`src/rtl/top_syncfifo_rd.sv`:
```
// Pad-bus receive path: oversample and synchronise the SPI-style pad bus, buffer words in a small
// synchronous FIFO and drain them to the core. Optional feature macro: RD_CHECKSUM_EN (adds rd_checksum).
module top_syncfifo_rd #(
    parameter int SPI_WIDTH       = 32,
    parameter int ADDR_WIDTH_FIFO = 3,
    parameter int TX_WIDTH        = 20,
    parameter int RD_COUNT        = 64
) (
    input  logic                 clk_chip,
    input  logic                 reset_chip,
    input  logic                 O_spi_sck,
    input  logic [SPI_WIDTH-1:0] I_spi_data,
    input  logic                 O_spi_cs_n,
    output logic                 config_req,
    output logic [3:0]           config_cmd,
    output logic                 spi_hold,
    output logic                 config_ready,
    input  logic                 config_paulse,
    input  logic [3:0]           config_data,
    output logic                 rd_valid,
    output logic [SPI_WIDTH-1:0] rd_data,
    input  logic                 rd_ready,
    output logic                 rd_done,
    output logic                 rd_overflow,
`ifdef RD_CHECKSUM_EN
    output logic [SPI_WIDTH-1:0] rd_checksum,
`endif
    output logic [2:0]           dbg_state
);
    localparam int DEPTH = 1 << ADDR_WIDTH_FIFO;
    localparam int PW    = ADDR_WIDTH_FIFO + 1;

    typedef enum logic [2:0] {ST_IDLE, ST_CONFIG, ST_WAIT, ST_RD_DATA, ST_DONE} state_t;

    state_t                state_q, state_d;
    logic                  sck_meta_q, sck_sync_q, sck_prev_q;
    logic                  cs_meta_q, cs_sync_q, cs_prev_q;
    logic [SPI_WIDTH-1:0]  data_meta_q, data_sync_q;
    logic [PW-1:0]         wr_ptr_q, wr_ptr_d, rd_ptr_q, rd_ptr_d, occ_d;
    logic [SPI_WIDTH-1:0]  mem_q [DEPTH];
    logic [TX_WIDTH-1:0]   count_q, count_d;
    logic [3:0]            cmd_q, cmd_d;
    logic                  req_q, req_d, hold_q, hold_d, done_q, done_d, ovf_q, ovf_d;
    logic                  sck_rise, cs_rise, empty, full, pop, wr_req, wr_acc;

    // Data is synchronised with the same depth as sck so the word sampled at a detected edge is the
    // one the FPGA held around that edge.
    always_ff @(posedge clk_chip) begin
        if (reset_chip) begin
            sck_meta_q  <= 1'b0;
            sck_sync_q  <= 1'b0;
            sck_prev_q  <= 1'b0;
            cs_meta_q   <= 1'b1;
            cs_sync_q   <= 1'b1;
            cs_prev_q   <= 1'b1;
            data_meta_q <= '0;
            data_sync_q <= '0;
        end else begin
            sck_meta_q  <= O_spi_sck;
            sck_sync_q  <= sck_meta_q;
            sck_prev_q  <= sck_sync_q;
            cs_meta_q   <= O_spi_cs_n;
            cs_sync_q   <= cs_meta_q;
            cs_prev_q   <= cs_sync_q;
            data_meta_q <= I_spi_data;
            data_sync_q <= data_meta_q;
        end
    end

    assign sck_rise = sck_sync_q & ~sck_prev_q;
    assign cs_rise  = cs_sync_q & ~cs_prev_q;

    // Core port: a word transfers on any cycle where rd_valid && rd_ready; rd_data is the FIFO head
    // and stays stable while rd_valid is high and rd_ready is low.
    assign empty  = (wr_ptr_q == rd_ptr_q);
    assign full   = (wr_ptr_q[PW-1] != rd_ptr_q[PW-1]) &&
                    (wr_ptr_q[PW-2:0] == rd_ptr_q[PW-2:0]);
    assign pop    = rd_ready && !empty;
    assign wr_req = (state_q == ST_RD_DATA) && sck_rise && !cs_sync_q &&
                    (count_q < TX_WIDTH'(RD_COUNT));
    assign wr_acc = wr_req && (!full || pop);

    assign wr_ptr_d = wr_ptr_q + PW'(wr_acc);
    assign rd_ptr_d = rd_ptr_q + PW'(pop);
    assign occ_d    = wr_ptr_d - rd_ptr_d;
    assign hold_d   = (occ_d >= PW'(DEPTH - 2));

    always_comb begin
        state_d = state_q;
        cmd_d   = cmd_q;
        req_d   = req_q;
        done_d  = 1'b0;
        count_d = count_q + TX_WIDTH'(wr_acc);
        ovf_d   = ovf_q | (wr_req && !wr_acc);
        case (state_q)
            ST_IDLE: begin
                if (config_paulse) begin
                    state_d = ST_CONFIG;
                    cmd_d   = config_data;
                end
            end
            ST_CONFIG: begin
                req_d   = 1'b1;
                count_d = '0;
                ovf_d   = 1'b0;
                state_d = ST_WAIT;
            end
            ST_WAIT: begin
                if (!cs_sync_q) begin
                    req_d   = 1'b0;
                    state_d = ST_RD_DATA;
                end
            end
            ST_RD_DATA: begin
                if ((count_q == TX_WIDTH'(RD_COUNT)) || cs_rise) state_d = ST_DONE;
            end
            ST_DONE: begin
                if (empty) begin
                    done_d  = 1'b1;
                    state_d = ST_IDLE;
                end
            end
            default: state_d = ST_IDLE;
        endcase
    end

    always_ff @(posedge clk_chip) begin
        if (reset_chip) begin
            state_q  <= ST_IDLE;
            wr_ptr_q <= '0;
            rd_ptr_q <= '0;
            count_q  <= '0;
            cmd_q    <= '0;
            req_q    <= 1'b0;
            hold_q   <= 1'b0;
            done_q   <= 1'b0;
            ovf_q    <= 1'b0;
        end else begin
            state_q  <= state_d;
            wr_ptr_q <= wr_ptr_d;
            rd_ptr_q <= rd_ptr_d;
            count_q  <= count_d;
            cmd_q    <= cmd_d;
            req_q    <= req_d;
            hold_q   <= hold_d;
            done_q   <= done_d;
            ovf_q    <= ovf_d;
        end
    end

    always_ff @(posedge clk_chip) begin
        if (wr_acc) mem_q[wr_ptr_q[PW-2:0]] <= data_sync_q;
    end

`ifdef RD_CHECKSUM_EN
    logic [SPI_WIDTH-1:0] csum_q, csum_d;

    always_comb begin
        csum_d = csum_q;
        if (state_q == ST_CONFIG) csum_d = '0;
        else if (wr_acc)          csum_d = csum_q + data_sync_q;
    end

    always_ff @(posedge clk_chip) begin
        if (reset_chip) csum_q <= '0;
        else            csum_q <= csum_d;
    end

    assign rd_checksum = csum_q;
`endif

    assign config_req   = req_q;
    assign config_cmd   = cmd_q;
    assign spi_hold     = hold_q;
    assign config_ready = (state_q == ST_IDLE);
    assign rd_valid     = !empty;
    assign rd_data      = mem_q[rd_ptr_q[PW-2:0]];
    assign rd_done      = done_q;
    assign rd_overflow  = ovf_q;
    assign dbg_state    = state_q;
endmodule

```
`config.mk`:
```
export PLATFORM = sky130hd
export DESIGN_NAME = top_syncfifo_rd
export DESIGN_NICKNAME = d
export VERILOG_FILES = /design/src/rtl/top_syncfifo_rd.sv
export SDC_FILE = /design/constraint.sdc
export NUM_CORES = 1
export LEC_CHECK = 0
export ABC_AREA = 1
export CORE_MARGIN = 3
export CORE_UTILIZATION = 30
export DETAILED_ROUTE_END_ITERATION = 6
export SLEW_MARGIN = 10
export SYNTH_ARGS = -nofsm -noshare
export SYNTH_HDL_FRONTEND = slang
export SYNTH_SLANG_ARGS = --single-unit
```
`constraint.sdc`:
```
create_clock -name clk_chip -period 4.6 [get_ports clk_chip]
set_clock_uncertainty 0.05 [all_clocks]
set_input_delay 0.46 -clock clk_chip [delete_from_list [all_inputs] [get_ports clk_chip]]
set_output_delay 0.46 -clock clk_chip [all_outputs]
set_load 0.05 [all_outputs]
```
==> impl_metrics.py <==
metrics = {
    "setup_path": {
        "path_class": "flop to output pin",
        "crit_fanout": 46,
        "critical_path.endpoint_type": "output pin",
        "timing.rr.end": "spi_hold$_SDFF_PP0_",
        "required_ns": 4.09,
        "r2r_slack_ns": 1.26,
        "crit_path_start_kind": "flop",
        "reg2reg_from": "rd_ptr_q[1]$_SDFF_PP0_",
        "reg2reg_depth": 18,
        "critical_path_arrival_ns": 3.09,
    },
    "floorplanning": {
        "rows": 78,
        "die_area_sq_mm": 0.0491,
        "core_sq_mm": 0.0457,
        "start_util_pct": 30.5,
        "ioPinCount": 87,
        "die_h_um": 222,
        "die_w_um": 222,
    },
    "pwr": {
        "p_int_uw": 5380,
        "power_frac_comb_pct": 5.7,
        "p_sw_share_pct": 22.2,
        "p_seq_share_pct": 52.0,
        "clkPwrFrac_pct": 42.3,
        "switchingPower_uw": 1540,
        "vdd.ir_drop.worst_v": 0.000463,
        "leakagePower_uw": 0.00613,
        "total_power_uw": 6920,
        "power.density_mw_per_mm2": 413,
    },
    "global_route": {
        "grt.overflow.total": 0,
        "antenna_found_initial": 0,
        "grt_usage_pct": 12.4,
        "grt_pass1_vias": 9056,
        "grt_start_max_net_pins": 129,
        "grt_pass1_wl_um": 48900,
    },
    "sta": {
        "setup_violations": 0,
        "tightest_slew_ns": 0.980,
        "rsz0062_at_grt": "false",
        "setup_tns_ns": 0,
        "hold_viol_final": 0,
        "layout_setup_ws_ns": 1.00,
        "post-route-period-util_pct": 78.3,
        "max-slew-margin-rel_pct": 34.7,
        "max_freq_mhz": 278,
        "holdWs_ns": 0.209,
        "maxSlewViolCount": 0,
        "finalCriticalPeriod_ns": 3.60,
    },
    "clock_network": {
        "clock-sinks": 365,
        "htree_levels": 2,
        "path_clk_slew_ns": 0.06,
        "cts-root-buf": "clkbuf_16",
        "cts_resized": 0,
        "clk_latency_ns": 0.52,
        "postCtsSetupRepairBufs": 0,
        "cts_tree": "yes",
        "numCtsBuffers": 37,
        "cts_hold_buf": 0,
        "clockBufferDepth": 3,
    },
    "drt": {
        "drt_iter0_markers": 540,
        "finalWirelength_um": 30900,
        "firstDrtPassIters": 5,
        "drt-wirelength-per-cell_um": 15.6,
        "ant_nets": 0,
        "drc": 0,
        "vias": 9008,
        "viasPerCell": 4.54,
    },
    "synthesis": {
        "syn_inst": 1273,
        "netlist-cell-type-count": 32,
        "syn_area_per_cell_sq_um": 11.0,
        "synth-seq-cells": 365,
        "syn-num-nets": 1325,
        "yosysWarnings": 0,
        "netlist_area_sq_mm": 0.0139,
        "ys_seq_area_share_pct": 70.8,
    },
    "placed_design": {
        "io_buffers": 86,
        "postPlaceCellArea_sq_mm": 0.0155,
        "dp_hpwl_um": 17400,
        "place_ws_ns": 1.26,
        "gp_congestion": 0.802,
    },
    "flow_run": {
        "drv_cap": 0,
    },
    "finish": {
        "synthToLayoutAreaGrowth_pct": 20.1,
        "nets": 1408,
        "mostFrequentLayoutCells": "edfxtp_1 (256), nor2_1 (239), nand2_1 (172), o21ai_0 (138), inv_1 (123)",
        "final_common_cell": "edfxtp_1",
        "final_area_sq_mm": 0.0167,
        "layout-drive-gt1-share_pct": 7.95,
        "diodes": 0,
    },
    "min_path": {
        "hold_end": "cs_prev_q$_SDFF_PP1_",
        "hold_path_class": "primary input to flop",
        "worstHoldStart": "reset_chip",
        "min_path_cells": 3,
    },
    "outcome": {
        "outcome": "complete, no violations",
    },
}
worst max-delay path, cell delays in order (launching register included):
cell	delay, ns
dfxtp_2	0.60
buf_4	0.53
o21ai_0	0.17
o22ai_1	0.20
nand2_1	0.07
nand2_1	0.08
clkdlybuf4s50_1	0.91
cell type report:
type	count	area, sq um
clock buffer	45	1020
clock inverter	22	181
fill	4499	28900
inverter	125	470
multi-input combinational	724	3410
sequential	365	9880
tap	600	751
timing repair buffer	103	1040
metal layers:
layer	share of wire, %	GRT usage, %	vias up
met4	2.4	3.61	0
met1	47	16.3	4303
met3	4.3	2.44	58
li1	-	-	4467
met5	0	0	-
met2	47	20.9	180
per-stage QoR:
stage / cells / util, %
6_report: 1984 / 36.7
5_1_grt: 1984 / 36.7
4_1_cts: 1984 / 36.7
3_5_place_dp: 1917 / 34.0
3_3_place_gp: 1917 / 34.0
2_1_floorplan: 1273 / -
how the worst max path moves through the flow:
stage,start,end,depth (start not counted)
after floorplan,dbg_state[1]$_SDFFE_PP0P_,mem_q[0][0]$_DFFE_PP_,6
after global placement,rd_ptr_q[1]$_SDFF_PP0_,spi_hold$_SDFF_PP0_,18
after detailed placement,rd_ptr_q[1]$_SDFF_PP0_,spi_hold$_SDFF_PP0_,18
after CTS,rd_ptr_q[1]$_SDFF_PP0_,rd_data[31],6
after global routing,rd_ptr_q[1]$_SDFF_PP0_,rd_data[1],6
final,rd_ptr_q[1]$_SDFF_PP0_,rd_data[1],6
cell families (layout without fill, tap and decap cells):
logic type	Yosys count	after routing	share of synthesized area (%)
compound gates	227	227	8.77
buf+inv	184	295	5.20
xor+xnor	5	5	0.314
flops	365	365	70.8
simple gates	482	482	14.0
fa+ha+maj	10	10	0.951
synthesized netlist by cell type:
master | instances | share of area [%]
nand3_1 | 23 | 0.83
a21boi_0 | 1 | 0.054
o21ai_0 | 138 | 5.0
buf_1 | 4 | 0.11
nor2_2 | 3 | 0.13
buf_4 | 2 | 0.11
nor2_4 | 1 | 0.081
fa_1 | 1 | 0.14
nor2_1 | 247 | 6.6
clkbuf_1 | 41 | 1.1
inv_2 | 2 | 0.054
nor3_1 | 11 | 0.39
nand2_2 | 7 | 0.31
nand2_1 | 172 | 4.6
a21oi_2 | 1 | 0.063
o21ai_1 | 1 | 0.036
nand3b_1 | 2 | 0.11
xnor2_1 | 1 | 0.063
nor3_2 | 3 | 0.22
buf_2 | 10 | 0.36
inv_1 | 123 | 3.3
buf_6 | 2 | 0.16
dfxtp_1 | 109 | 16
edfxtp_1 | 256 | 55
a21oi_1 | 22 | 0.79
xor2_1 | 4 | 0.25
nand4_1 | 6 | 0.27
ha_1 | 9 | 0.81
or2_2 | 5 | 0.22
nand2_4 | 1 | 0.081
nor3b_1 | 1 | 0.054
o22ai_1 | 64 | 2.9
power by group through the flow:
stage / logic [uW] / registers [uW] / clock network (uW)
detailed placement: 393 / 3670 / 0
finish: 392 / 3600 / 2930
floorplan: 179 / 3730 / 0
global placement: 392 / 3670 / 0
global route: 434 / 3610 / 3130
CTS: 396 / 3600 / 3010
state kept, by name, summed over array words and instances, names as in the netlist:
| register | cells |
|---|---|
| config_cmd | 4 |
| config_req | 1 |
| count_q | 20 |
| cs_meta_q | 1 |
| cs_prev_q | 1 |
| cs_sync_q | 1 |
| data_meta_q | 32 |
| data_sync_q | 32 |
| dbg_state | 3 |
| mem_q | 256 |
| rd_done | 1 |
| rd_overflow | 1 |
| rd_ptr_q | 4 |
| sck_meta_q | 1 |
| sck_prev_q | 1 |
| sck_sync_q | 1 |
| spi_hold | 1 |
| wr_ptr_q | 4 |
No activity file was read; power rests on OpenSTA's default activity.
